**config.mk**
```make
export PLATFORM = sky130hd
export DESIGN_NAME = axis_fifo
export DESIGN_NICKNAME = d
export VERILOG_FILES = /design/src/rtl/axis_fifo.sv
export SDC_FILE = /design/constraint.sdc
export NUM_CORES = 1
export LEC_CHECK = 0
export CORE_ASPECT_RATIO = 1.1
export CORE_MARGIN = 3
export CORE_UTILIZATION = 51
export DETAILED_ROUTE_END_ITERATION = 10
export PLACE_DENSITY_LB_ADDON = 0.15
export SLEW_MARGIN = 20
export SYNTH_ARGS = -nofsm -noshare
export SYNTH_HDL_FRONTEND = slang
export SYNTH_SLANG_ARGS = --single-unit
```
**constraint.sdc**
```tcl
create_clock -name clk -period 2.6 [get_ports clk]
set_input_delay 0.26 -clock clk [delete_from_list [all_inputs] [get_ports clk]]
set_output_delay 0.26 -clock clk [all_outputs]
set_load 0.03 [all_outputs]
```
**src/rtl/axis_fifo.sv**
```systemverilog
// axis_fifo: first-word-fall-through AXI-Stream FIFO carrying data plus an
// end-of-packet marker, with occupancy and stored-packet monitoring outputs.
module axis_fifo #(
  parameter  int DATA_WIDTH = 8,
  parameter  int DEPTH      = 8,
  localparam int ADDR_WIDTH = $clog2(DEPTH)
) (
  input  logic                  clk,
  input  logic                  reset_n,
  input  logic [DATA_WIDTH-1:0] s_data,
  input  logic                  s_last,
  input  logic                  s_valid,
  output logic                  s_ready,
  output logic [DATA_WIDTH-1:0] m_data,
  output logic                  m_last,
  output logic                  m_valid,
  input  logic                  m_ready,
  output logic [ADDR_WIDTH:0]   count,
  output logic [ADDR_WIDTH:0]   pkt_count
);

  localparam logic [ADDR_WIDTH:0] FULL_LVL = (ADDR_WIDTH + 1)'(DEPTH);

  logic [DATA_WIDTH:0] mem [DEPTH];
  logic [ADDR_WIDTH:0] wr_ptr;
  logic [ADDR_WIDTH:0] rd_ptr;
  logic [ADDR_WIDTH:0] count_next;
  logic [ADDR_WIDTH:0] pkt_count_next;
  logic                wr_en;
  logic                rd_en;

  assign wr_en = s_valid & s_ready;
  assign rd_en = m_valid & m_ready;

  // Occupancy is the pointer distance; the extra MSB on each pointer makes
  // the full case (distance DEPTH) distinct from empty (distance 0).
  assign count = wr_ptr - rd_ptr;

  // Head entry is presented straight from the array (fall-through).
  assign {m_last, m_data} = mem[rd_ptr[ADDR_WIDTH-1:0]];

  // Next occupancy and next packet count from this cycle's handshakes.
  always_comb begin
    count_next     = count + {{ADDR_WIDTH{1'b0}}, wr_en}
                           - {{ADDR_WIDTH{1'b0}}, rd_en};
    pkt_count_next = pkt_count + {{ADDR_WIDTH{1'b0}}, wr_en & s_last}
                               - {{ADDR_WIDTH{1'b0}}, rd_en & m_last};
  end

  // Storage array, written on an accepted beat; deliberately not reset.
  always_ff @(posedge clk) begin
    if (wr_en) begin
      mem[wr_ptr[ADDR_WIDTH-1:0]] <= {s_last, s_data};
    end
  end

  // Pointers, packet count and registered handshake flags.
  always_ff @(posedge clk or negedge reset_n) begin
    if (!reset_n) begin
      wr_ptr    <= '0;
      rd_ptr    <= '0;
      pkt_count <= '0;
      s_ready   <= 1'b0;
      m_valid   <= 1'b0;
    end else begin
      if (wr_en) wr_ptr <= wr_ptr + 1'b1;
      if (rd_en) rd_ptr <= rd_ptr + 1'b1;
      pkt_count <= pkt_count_next;
      s_ready   <= (count_next < FULL_LVL);
      m_valid   <= (count_next != '0);
    end
  end

endmodule

```
Word-level counts from Yosys, hierarchy flattened
Memory sizes are Yosys's and may differ from the RTL's.
Index checks and enable logic that the tools add are counted.
{ "classes": {"n_addsub": 7, "multipliers": 0, "div_mod_pow": 0, "n_lt_le_gt_ge": 1, "eq_ne": 0, "shift": 0, "mux": 2, "n_bitwise": 4, "n_reduce_logical": 1} }
{ "op_table": {"columns": ["operator", "n"], "rows": [
  ["$add A4 B1 Y4", 2],
  ["$add A4 B1 Y4 const B", 2],
  ["$sub A4 B1 Y4", 2],
  ["$and A1 B1 Y1", 4],
  ["$lt A4 B4 Y1 const B", 1],
  ["$reduce_bool A4 Y1", 1],
  ["$sub A4 B4 Y4", 1],
  ["$mux W1", 2]
]} }
{ "word_totals": {"register_bits": 14, "latchBits": 0, "ramBits": 72, "mem_bits_ro": 0, "input_bits": 13, "out_inout_bits": 19, "word_cells": 21, "n_memories": 1} }
{ "mem_list": {"columns": ["memory", "words", "width", "read_ports", "rd_ports_with_merged_regs", "wr", "line", "rtl"], "rows": [
  ["mem", 8, 9, 1, 0, 1, "24", "logic [DATA_WIDTH:0] mem [DEPTH];"]
]} }

Depth between registers and ports, before layout
{ "logic_depth": {"ltp_word": 4, "depth_mapped": 11} }

Worst setup path after synthesis
No wires, ideal clock.
{ "synth_timing": {"path_type": "reg2reg", "startpoint": "register rd_ptr[1]", "endpoint": "register m_valid", "setup_ns": 0.069, "arrival_ns": 2.796, "required_ns": 2.531, "setup_slack_ns": -0.265, "stages_incl_launch_ff": 11, "path_buffers": 2, "period_less_slack_ns": 2.865, "cell_sequence": "dfrtp_1 -> buf_2 -> buf_2 -> inv_1 -> fa_1 -> inv_1 -> ha_1 -> a21o_1 -> or3_1 -> a22oi_2 -> nand3b_1"} }
{ "synth_via": {"elab_chain_cells": 4} }
{ "synth_lines": {"columns": ["item", "line", "rtl"], "rows": [
  ["start, declared", "26", "logic [ADDR_WIDTH:0] rd_ptr;"],
  ["start signal, assigned", "67", "if (rd_en) rd_ptr <= rd_ptr + 1'b1;"],
  ["$sub A4 B4 Y4", "37", "assign count = wr_ptr - rd_ptr;"],
  ["via count[1]", "18", "output logic [ADDR_WIDTH:0] count,"],
  ["$add A4 B1 Y4", "44", "count_next = count + {{ADDR_WIDTH{1'b0}}, wr_en}"],
  ["$sub A4 B1 Y4", "45", "- {{ADDR_WIDTH{1'b0}}, rd_en};"],
  ["$reduce_bool A4 Y1", "70", "m_valid <= (count_next != '0);"],
  ["end signal, assigned", "70", null],
  ["end, declared", "16", "output logic m_valid,"]
]} }
The timed path passes the listed nets, and every way through them passes these cells.
A chain may end at the register's enable or synchronous reset.

Worst setup path in the final report
{ "layout_timing": {"startpoint": "register rd_ptr[0]", "endpoint": "register m_valid"} }
{ "layout_via": {"elab_chain_cells": 4} }
{ "layout_lines": {"columns": ["item", "line"], "rows": [
  ["$sub A4 B4 Y4", "37"],
  ["$add A4 B1 Y4", "44"],
  ["$sub A4 B1 Y4", "45"],
  ["$reduce_bool A4 Y1", "70"]
]} }
Every way passes these cells.

==> impl_metrics.env <==
export IMPL_ys_flop_type="edfxtp_1"
export IMPL_fin_hold_ws_ns=0.3168
export IMPL_post_cts_setup_buffer_count=0
export IMPL_grt_max_degree=16
export IMPL_vias=1999
export IMPL_clock_latency_ns=0.35
export IMPL_dieArea_um2=8280
export IMPL_grt_pass1_wl_um=10760
export IMPL_cp_end_kind="flop"
export IMPL_clockPowerShare=0.178
export IMPL_syn_avg_cell_area_um2=17.13
export IMPL_grt_pass1_vias=2031
export IMPL_drt_iter0_markers=99
export IMPL_gr_total_overflow=0
export IMPL_clkTransAtPathRegs_ns=0.08
export IMPL_ant_nets=0
export IMPL_drv_slew=0
export IMPL_clock_path_buffers=2
export IMPL_crit_type="reg2reg"
export IMPL_final_util=0.6603
export IMPL_ys_seq_elements=86
export IMPL_rsz0062_at_grt="false"
export IMPL_critPathBufInv=2
export IMPL_hold_buffers=0
export IMPL_fp_dieW_um=87.03
export IMPL_vdd_drop_max_mv=0.7878
export IMPL_drive_gt1_frac=0.2191
export IMPL_p_leak_nw=1.720
export IMPL_cts_root_buf="clkbuf_8"
export IMPL_power_internal_w=0.003583
export IMPL_pwr_share_comb=0.505
export IMPL_cp_arrival_ns=2.75
export IMPL_final_nets=306
export IMPL_startpoint_type="flop"
export IMPL_via_per_inst=5.477
export IMPL_synth_cell_types=32
export IMPL_slowest_delay_ns=0.58
export IMPL_wl_um=6758
export IMPL_tritoncts="done"
export IMPL_dp_cells=349
export IMPL_hold_viol_final=0
export IMPL_synthArstFlopShare=0.1628
export IMPL_synth_common_cells="edfxtp_1, nand2_1, dfrtp_1, inv_1, ha_1"
export IMPL_htree_levels=3
export IMPL_fin_skew_ns=0.008034
export IMPL_syn_cell_area_um2=3684
export IMPL_start_util=0.5427
export IMPL_routedWlPerCell_um=18.52
export IMPL_crit_path_start="rd_ptr[0]$_DFFE_PN0P_"
export IMPL_top_usage_layer="met2"
export IMPL_yosys_area_top_type="edfxtp_1"
export IMPL_yosysMostFrequentCell="edfxtp_1"
export IMPL_drc=0
export IMPL_cts_buffers=9
export IMPL_crit_slowest_cell="fa_2"
export IMPL_io_buffers=31
export IMPL_synth_warnings=0
export IMPL_sw_frac_of_total=0.3811
export IMPL_crit_family="adder cells"
export IMPL_dieHeight_um=95.14
export IMPL_fin_crit_sh=0.9486
export IMPL_hpwl_um=4757
export IMPL_routabilityCongestion=0.7700
export IMPL_worstPathCellList="ha_1 > inv_1 > fa_2 > inv_1 > ha_1 > a21o_1 > or3_1 > a22oi_2 > nand3b_1"
export IMPL_syn_to_final_growth_pct=21.67
export IMPL_met1_usage=0.2400
export IMPL_row_count=31
export IMPL_status="finished, final reports clean"
export IMPL_num_antenna_cells=0
export IMPL_synth_edf_count=72
export IMPL_seqPwrFrac=0.317
export IMPL_critPathMaxFanout=5
export IMPL_worstMarginPinSlew_ns=0.6766
export IMPL_cap_violations=0
export IMPL_grt_use_met2=0.2937
export IMPL_postSynthCellCount=215
export IMPL_r2r_start="rd_ptr[0]$_DFFE_PN0P_"
export IMPL_syn_num_nets=243
export IMPL_setup_viol=0
export IMPL_clock_fmax_ghz=0.4055
export IMPL_required_ns=2.89
export IMPL_period_needed_ns=2.466
export IMPL_dr_pass1_iters=4
export IMPL_powerDensity_nw_per_um2=1292
export IMPL_core_area_um2=6788
export IMPL_antenna_found_initial=0
export IMPL_synth_yosys_seq_area_share=0.6821
export IMPL_hold_path_class="in2async"
export IMPL_p_switching_w=0.002206
export IMPL_grt_total_usage=0.1814
export IMPL_yosysTopAreaCellShare=0.5870
export IMPL_ios=32
export IMPL_relSlewSlack=0.5475
export IMPL_yosys_top_cells_area="edfxtp_1, dfrtp_1, mux4_2"
export IMPL_fin_cells=365
export IMPL_grt_met3_usage=0.04408
export IMPL_numClockSinks=86
[metrics by stage]
step,TNS [ns],setup WS (ns),cell area [um^2],total power (W)
final,0,0.1337,4482,0.005790
after global routing,0,0.006297,4482,0.006171
after CTS,-0.01394,-0.01394,4478,0.005861
after detailed placement,0,0.08301,4263,0.004914
after global placement,0,0.1089,4263,0.004866
after floorplan,0,0.01388,3695,0.003919
[cells by family after synthesis]
group           after synthesis  share of synthesized area
simple gates                 56                    0.07202
fa+ha+maj                    15                    0.05706
mux                          19                     0.1202
compound gates                7                    0.01358
xor+xnor                     13                    0.03091
buf+inv                      19                    0.02412
flops                        86                     0.6821
[repair_timing]
action / in CTS / in global routing
pin swaps: 0 / 0
gates cloned: 0 / 0
gates resized for setup: 9 / 2
setup endpoints to repair: 8 / 4
[sequential cells by signal (all words and copies together) (netlist names)]
signal	flops
rd_ptr	4
mem	72
s_ready	1
wr_ptr	4
m_valid	1
pkt_count	4
[metal layers]
| metal | vias up | wire (um) |
|---|---|---|
| met3 | 8 | 203 |
| met5 | - | 0 |
| met2 | 35 | 3413 |
| met4 | 0 | 69 |
| li1 | 940 | - |
| met1 | 1016 | 3072 |
[path summary, 6_finish.rpt]
| kind | to | slack, ns | cells after the start |
|---|---|---|---|
| max | m_valid$_DFF_PN0_ | 0.13 | 9 |
| min | pkt_count[3]$_DFF_PN0_ | 0.32 | 1 |
| max reg2reg | m_valid$_DFF_PN0_ | 0.13 | 9 |
| min reg2reg | wr_ptr[3]$_DFFE_PN0P_ | 0.51 | 1 |
| max in group asynchronous | rd_ptr[0]$_DFFE_PN0P_ | 1.81 | 1 |
| min in group clk | wr_ptr[3]$_DFFE_PN0P_ | 0.51 | 1 |
[power by group through the flow]
stage	Clock [W]	Combinational, W	Sequential (W)
6_report	0.00103	0.00292	0.00184
5_1_grt	0.00110	0.00321	0.00186
4_1_cts	0.00104	0.00298	0.00184
3_5_place_dp	0	0.00305	0.00187
3_3_place_gp	0	0.00301	0.00186
2_1_floorplan	0	0.00197	0.00195
[final cells by class]
cell class                      instances  area, um^2
Clock buffer                           10       127.6
Clock inverter                          6       93.84
Fill cell                             495        2306
Inverter                               13       48.80
Multi-Input combinational cell        110        1091
Sequential cell                        86        2514
Tap cell                               82       102.6
Timing Repair Buffer                   58       504.2
[layout by cell type (no fill, tap or decap), drive strengths merged, types with 2 or more instances in the layout]
master,instances
a21o,3
and2,3
buf,29
bufinv,2
clkbuf,10
clkdlybuf4s50,20
dfrtp,14
dlygate4sd2,8
edfxtp,72
fa,3
ha,12
inv,15
mux4,18
nand2,32
nand3,4
nand4,2
nor2,3
nor3,4
o21ai,2
or3,2
xnor2,9
xor2,4
(Power assumes the default switching activity.)
